`src/rtl/sobel_edge_gen.sv`:
```
// Three-stage Sobel edge generator producing RGB565 SDRAM write data.
// Optional per-frame edge counter is built only when SOBEL_EDGE_CNT_EN is defined.
module sobel_edge_gen #(
    parameter int DW      = 8,
    parameter int THR_DEF = 12,
    parameter int CNT_W   = 20
) (
    input  logic              clk,
    input  logic              rst_n,
    input  logic              frame_start,
    input  logic              data_en,
    input  logic [DW-1:0]     p11,
    input  logic [DW-1:0]     p12,
    input  logic [DW-1:0]     p13,
    input  logic [DW-1:0]     p21,
    input  logic [DW-1:0]     p22,
    input  logic [DW-1:0]     p23,
    input  logic [DW-1:0]     p31,
    input  logic [DW-1:0]     p32,
    input  logic [DW-1:0]     p33,
    input  logic [DW+2:0]     thr_in,
    input  logic [1:0]        mode_in,
    output logic              sdram_wr_en,
    output logic [15:0]       sdram_wr_data,
    output logic [CNT_W-1:0]  edge_cnt,
    output logic              edge_cnt_vld
);
    localparam int GW = DW + 3;
    localparam logic [DW-1:0] PMAX = {DW{1'b1}};

    function automatic logic signed [GW-1:0] zx(input logic [DW-1:0] v);
        return $signed({3'b000, v});
    endfunction

    function automatic logic [15:0] pack565(input logic [DW-1:0] v);
        return {v[DW-1-:5], v[DW-1-:6], v[DW-1-:5]};
    endfunction

    logic [GW-1:0]        thr_s_reg;
    logic [1:0]           mode_s_reg;
    logic signed [GW-1:0] gx_reg, gy_reg, gx_next, gy_next;
    logic [GW-1:0]        thr1_reg, thr2_reg;
    logic [1:0]           mode1_reg, mode2_reg;
    logic [DW-1:0]        p22_1_reg, p22_2_reg;
    logic                 v1_reg, v2_reg;
    logic [GW-1:0]        abs_gx, abs_gy, mag_reg, mag_next;
    logic [DW-1:0]        mag_sat;
    logic                 edge_flag;
    logic [15:0]          out_next;
    logic                 wr_en_reg;
    logic [15:0]          wr_data_reg;

    // GW bits hold +/-4*(2^DW-1), so the signed gradients never wrap.
    assign gx_next = (zx(p13) - zx(p11)) + ((zx(p23) - zx(p21)) <<< 1) + (zx(p33) - zx(p31));
    assign gy_next = (zx(p11) - zx(p31)) + ((zx(p12) - zx(p32)) <<< 1) + (zx(p13) - zx(p33));
    assign abs_gx  = gx_reg[GW-1] ? $unsigned(-gx_reg) : $unsigned(gx_reg);
    assign abs_gy  = gy_reg[GW-1] ? $unsigned(-gy_reg) : $unsigned(gy_reg);
    assign mag_next = abs_gx + abs_gy;

    always_comb begin
        mag_sat   = (mag_reg > {3'b000, PMAX}) ? PMAX : mag_reg[DW-1:0];
        edge_flag = (mag_reg > thr2_reg);
        out_next  = 16'h0000;
        case (mode2_reg)
            2'd0:    out_next = edge_flag ? 16'h0000 : 16'hFFFF;
            2'd1:    out_next = edge_flag ? 16'hFFFF : 16'h0000;
            2'd2:    out_next = pack565(mag_sat);
            default: out_next = pack565(p22_2_reg);
        endcase
    end

    // Shadows update after the frame_start cycle, so a pixel accepted alongside it sees old values.
    always_ff @(posedge clk or negedge rst_n) begin
        if (!rst_n) begin
            thr_s_reg   <= GW'(THR_DEF);
            mode_s_reg  <= 2'd0;
            gx_reg      <= '0;
            gy_reg      <= '0;
            thr1_reg    <= '0;
            mode1_reg   <= 2'd0;
            p22_1_reg   <= '0;
            v1_reg      <= 1'b0;
            mag_reg     <= '0;
            thr2_reg    <= '0;
            mode2_reg   <= 2'd0;
            p22_2_reg   <= '0;
            v2_reg      <= 1'b0;
            wr_en_reg   <= 1'b0;
            wr_data_reg <= 16'h0000;
        end else begin
            if (frame_start) begin
                thr_s_reg  <= thr_in;
                mode_s_reg <= mode_in;
            end
            v1_reg    <= data_en;
            gx_reg    <= gx_next;
            gy_reg    <= gy_next;
            thr1_reg  <= thr_s_reg;
            mode1_reg <= mode_s_reg;
            p22_1_reg <= p22;
            v2_reg    <= v1_reg;
            mag_reg   <= mag_next;
            thr2_reg  <= thr1_reg;
            mode2_reg <= mode1_reg;
            p22_2_reg <= p22_1_reg;
            wr_en_reg <= v2_reg;
            if (v2_reg)
                wr_data_reg <= out_next;
        end
    end

    assign sdram_wr_en   = wr_en_reg;
    assign sdram_wr_data = wr_data_reg;

`ifdef SOBEL_EDGE_CNT_EN
    logic [CNT_W-1:0] run_reg, cnt_reg;
    logic             cnt_vld_reg;
    logic             count_hit;

    assign count_hit = v2_reg && edge_flag;

    // An edge leaving stage 3 on the frame_start cycle belongs to the new frame.
    always_ff @(posedge clk or negedge rst_n) begin
        if (!rst_n) begin
            run_reg     <= '0;
            cnt_reg     <= '0;
            cnt_vld_reg <= 1'b0;
        end else begin
            cnt_vld_reg <= frame_start;
            if (frame_start) begin
                cnt_reg <= run_reg;
                run_reg <= {{(CNT_W-1){1'b0}}, count_hit};
            end else if (count_hit && (run_reg != {CNT_W{1'b1}})) begin
                run_reg <= run_reg + 1'b1;
            end
        end
    end

    assign edge_cnt     = cnt_reg;
    assign edge_cnt_vld = cnt_vld_reg;
`else
    assign edge_cnt     = '0;
    assign edge_cnt_vld = 1'b0;
`endif

endmodule

```
`config.mk`:
```
export PLATFORM = sky130hd
export DESIGN_NAME = sobel_edge_gen
export DESIGN_NICKNAME = d
export VERILOG_FILES = /design/src/rtl/sobel_edge_gen.sv
export SDC_FILE = /design/constraint.sdc
export NUM_CORES = 1
export LEC_CHECK = 0
export BUFFER_PORTS_ARGS = -buffer_cell sky130_fd_sc_hd__buf_2
export CORE_UTILIZATION = 35
export CTS_BUF_LIST = sky130_fd_sc_hd__clkbuf_4 sky130_fd_sc_hd__clkbuf_8 sky130_fd_sc_hd__clkbuf_16
export CTS_CLUSTER_DIAMETER = 80
export DETAILED_ROUTE_END_ITERATION = 10
export PLACE_DENSITY = 0.66
export SETUP_SLACK_MARGIN = 0.5
export SYNTH_ARGS = -nofsm -noshare
export SYNTH_HDL_FRONTEND = slang
export SYNTH_SLANG_ARGS = --single-unit
```
`constraint.sdc`:
```
create_clock -name clk -period 3.7 [get_ports clk]
set_input_delay 0.185 -clock clk [delete_from_list [all_inputs] [get_ports clk]]
set_output_delay 0.185 -clock clk [all_outputs]
set_load 0.02 [all_outputs]
```
==> qor.yml <==
power_and_ir_drop:
  p_seq_share_pct: 24.2
  p_comb_share_pct: 61.6
  peakVddDrop_mv: 0.443
  p_sw_share_pct: 41.3
  p_sw_mw: 2.68
  leakage_nw: 4.30
  powerDensity_mw_per_mm2: 743
  intPower_mw: 3.81
  p_clk_share_pct: 14.2
timing:
  final.setup.worst_slack_ps: 363
  rsz0062_at_grt: "yes"
  finalSetupTns_ps: 0
  post-route-period-util_pct: 90.2
  period_needed_ps: 3340
  setup-violations-final: 0
  fmax_mhz: 300
  worst_pin_slew_ps: 1070
  drv_slew: 0
  timing.hold.ws_ps: 56.1
  finalHoldViolations: 0
  finalClockSkew_ps: 6.27
  max-slew-margin-rel_pct: 28.5
detailed_routing:
  viasPerCell: 4.56
  drt-initial-drc-count: 152
  totalWireLength_um: 14000
  vias: 5218
  route.detailed.drc: 0
  postRouteAntennaNets: 0
  wire_per_inst_um: 12.2
  dr.pass1.iters: 4
clock_tree:
  htree_num_levels: 3
  clock_path_buffers: 2
  clk_latency_ps: 340
  clock_sinks: 93
  clockRootBuffer: "clkbuf_16"
  cts_buffers: 9
  cts_tree: "done"
  clk_pin_slew_ps: 60
synth:
  syn_area_mm2: 0.00720
  syn-instance-count: 735
  synth_top_area_cell: "dfrtp_1"
  ys_seq_elements: 93
  synthTopCellsByCount: "inv_1 (114), dfrtp_1 (91), ha_1 (91)"
  synth_area_leaders: "dfrtp_1 (32%), ha_1 (16%), fa_1 (7.5%)"
  ys.flop_type: "dfrtp_1"
  synth_cell_type_count: 51
  yosysMostFrequentCell: "inv_1"
  ys_seq_area_share_pct: 32.3
  yosys.area.top_type_share_pct: 31.6
  synth_area_per_cell_um2: 9.80
  yosys_warnings: 0
  synth_edf_count: 0
  async_flop_share_pct: 100
floorplanning:
  io_pins: 127
  initial_core_util_pct: 35.6
  core_mm2: 0.0202
  die_y_um: 145
  core.rowCount: 52
  die_x_um: 145
  die_area_mm2: 0.0212
grt:
  grt.overflow.total: 0
  grt_pass1_vias: 5080
  use_met1_pct: 18.2
  grt_max_degree: 94
  use_met2_pct: 22.8
  grt_usage_pct: 13.6
  antenna_found_initial: 0
  grt-busiest-layer: "met2"
  grtUsageMet3_pct: 1.91
  grt_pass1_wl_um: 23400
worst_setup_path:
  cp.required_ps: 3950
  timing.rr.start: "gy_reg[0]$_DFF_PN0_"
  rrSetupSlack_ps: 760
  worstPathCellList: "buf_6 > inv_12 > ha_4 > inv_1 > fa_2 > a21o_1 > a21oi_2 > nor2b_1 > o31ai_2 > a21bo_2 > fa_1 > inv_1 > ha_2 > or3_4 > or3_4 > a221oi_4 > xnor2_1"
  cp.arrival_ps: 3590
  worstSetupPathType: "in2reg"
  max_stage_delay_ps: 480
  worstSetupEndpointType: "flop"
  r2r-end: "mag_reg[9]$_DFF_PN0_"
  cp_max_fo: 2
  reg2reg_depth: 10
  path_buf_inv: 4
  cpMaxStageDelayCell: "fa_1"
  worstSetupStartpointType: "primary input"
  critPathTopFamily: "adder cells"
cells_and_area:
  drive_above_1_share_pct: 25.4
  final_nets: 1076
  areaGrowthSynthToFinish_pct: 21.3
  antenna_cells: 0
placement:
  port_buffers: 103
  gp_congestion: 0.904
  dp_hpwl_um: 11400
  dp_slack_ps: -99.0
min_path:
  min_path_type: "in2async"
status:
  status: "completed"
run:
  maxCapViolCount: 0
area by class of cell:
class / instances / area [um2]
Clock buffer: 12 / 254
Sequential cell: 93 / 2330
Multi-Input combinational cell: 512 / 4480
Clock inverter: 4 / 55.1
Timing Repair Buffer: 139 / 828
Fill cell: 1997 / 11500
Inverter: 114 / 453
Tap cell: 270 / 338
cells by family (layout without fill, tap and decap cells):
| kind of cell | Yosys count | in the layout | synth area share [%] |
|---|---|---|---|
| other | 1 | 21 | 0.0521 |
| buffers and inverters | 150 | 269 | 9.43 |
| DFF | 93 | 93 | 32.3 |
| muxes | 19 | 19 | 2.87 |
| xor gates and xnor gates | 67 | 67 | 8.15 |
| and+or+nand+nor | 140 | 140 | 10.4 |
| AOI/OAI and AO/OA | 147 | 147 | 13.5 |
| adders and majority gates | 118 | 118 | 23.3 |
power by group through the flow:
stage | combinational, mW | sequential, mW | clock [mW]
6_report | 4.00 | 1.57 | 0.921
5_1_grt | 4.53 | 1.61 | 0.994
4_1_cts | 3.86 | 1.57 | 0.946
3_5_place_dp | 3.78 | 1.59 | 0
3_3_place_gp | 3.73 | 1.58 | 0
2_1_floorplan | 3.07 | 1.54 | 0
metrics by stage:
| step | utilization [%] | cells | total power, mW | cell area, um2 |
|---|---|---|---|---|
| after floorplan | - | 755 | 4.61 | 7400 |
| after global placement | 40.2 | 1109 | 5.31 | 8130 |
| after detailed placement | 40.2 | 1109 | 5.37 | 8130 |
| after CTS | 42.7 | 1142 | 6.37 | 8640 |
| after global routing | 43.2 | 1144 | 7.13 | 8740 |
| final | 43.2 | 1144 | 6.49 | 8740 |
worst max path at each step:
| stage | startpoint | end | cells past startpoint |
|---|---|---|---|
| floorplan | p11[0] | gy_reg[10]$_DFF_PN0_ | 16 |
| global placement | p11[0] | gy_reg[10]$_DFF_PN0_ | 17 |
| detailed placement | p13[0] | gy_reg[10]$_DFF_PN0_ | 17 |
| CTS | p31[0] | gy_reg[10]$_DFF_PN0_ | 16 |
| global route | p12[0] | gy_reg[10]$_DFF_PN0_ | 16 |
| finish | p13[0] | gy_reg[10]$_DFF_PN0_ | 17 |
layout by cell type, fill, tap and decap left out, types with 6 or more instances in the layout:
cell and count:
nor2b_1 14, a211oi_1 7, clkbuf_16 9, a21bo_2 6, nand2b_1 11, a21oi_1 27, or3_1 8, nor2_1 51
nor3_1 10, mux2_2 13, o21ai_0 36, ha_1 85, conb_1 21, inv_1 109, o21a_1 12, o32a_1 6
fa_1 22, dlygate4sd3_1 7, xnor2_1 45, dfrtp_1 91, nand2_1 14, buf_4 29, xor2_1 20, buf_2 99
a21o_1 13, a21oi_2 7, mux2i_1 6
repair_timing:
| action | CTS | global route |
|---|---|---|
| setup buffers | 10 | 2 |
| setup endpoints to repair | 4 | 6 |
| resized for setup | 15 | 23 |
| pin swaps | 9 | 10 |
| endpoints found under the hold margin | 7 | 0 |
| hold buffers | 7 | 0 |
per-layer routing:
metal  vias up  wire (um)
met5         -          0
met4         0        214
met3        19        521
met2       129       6610
met1      2378       6610
li1       2692          -
Note: power is estimated with default switching activity, not from simulation.
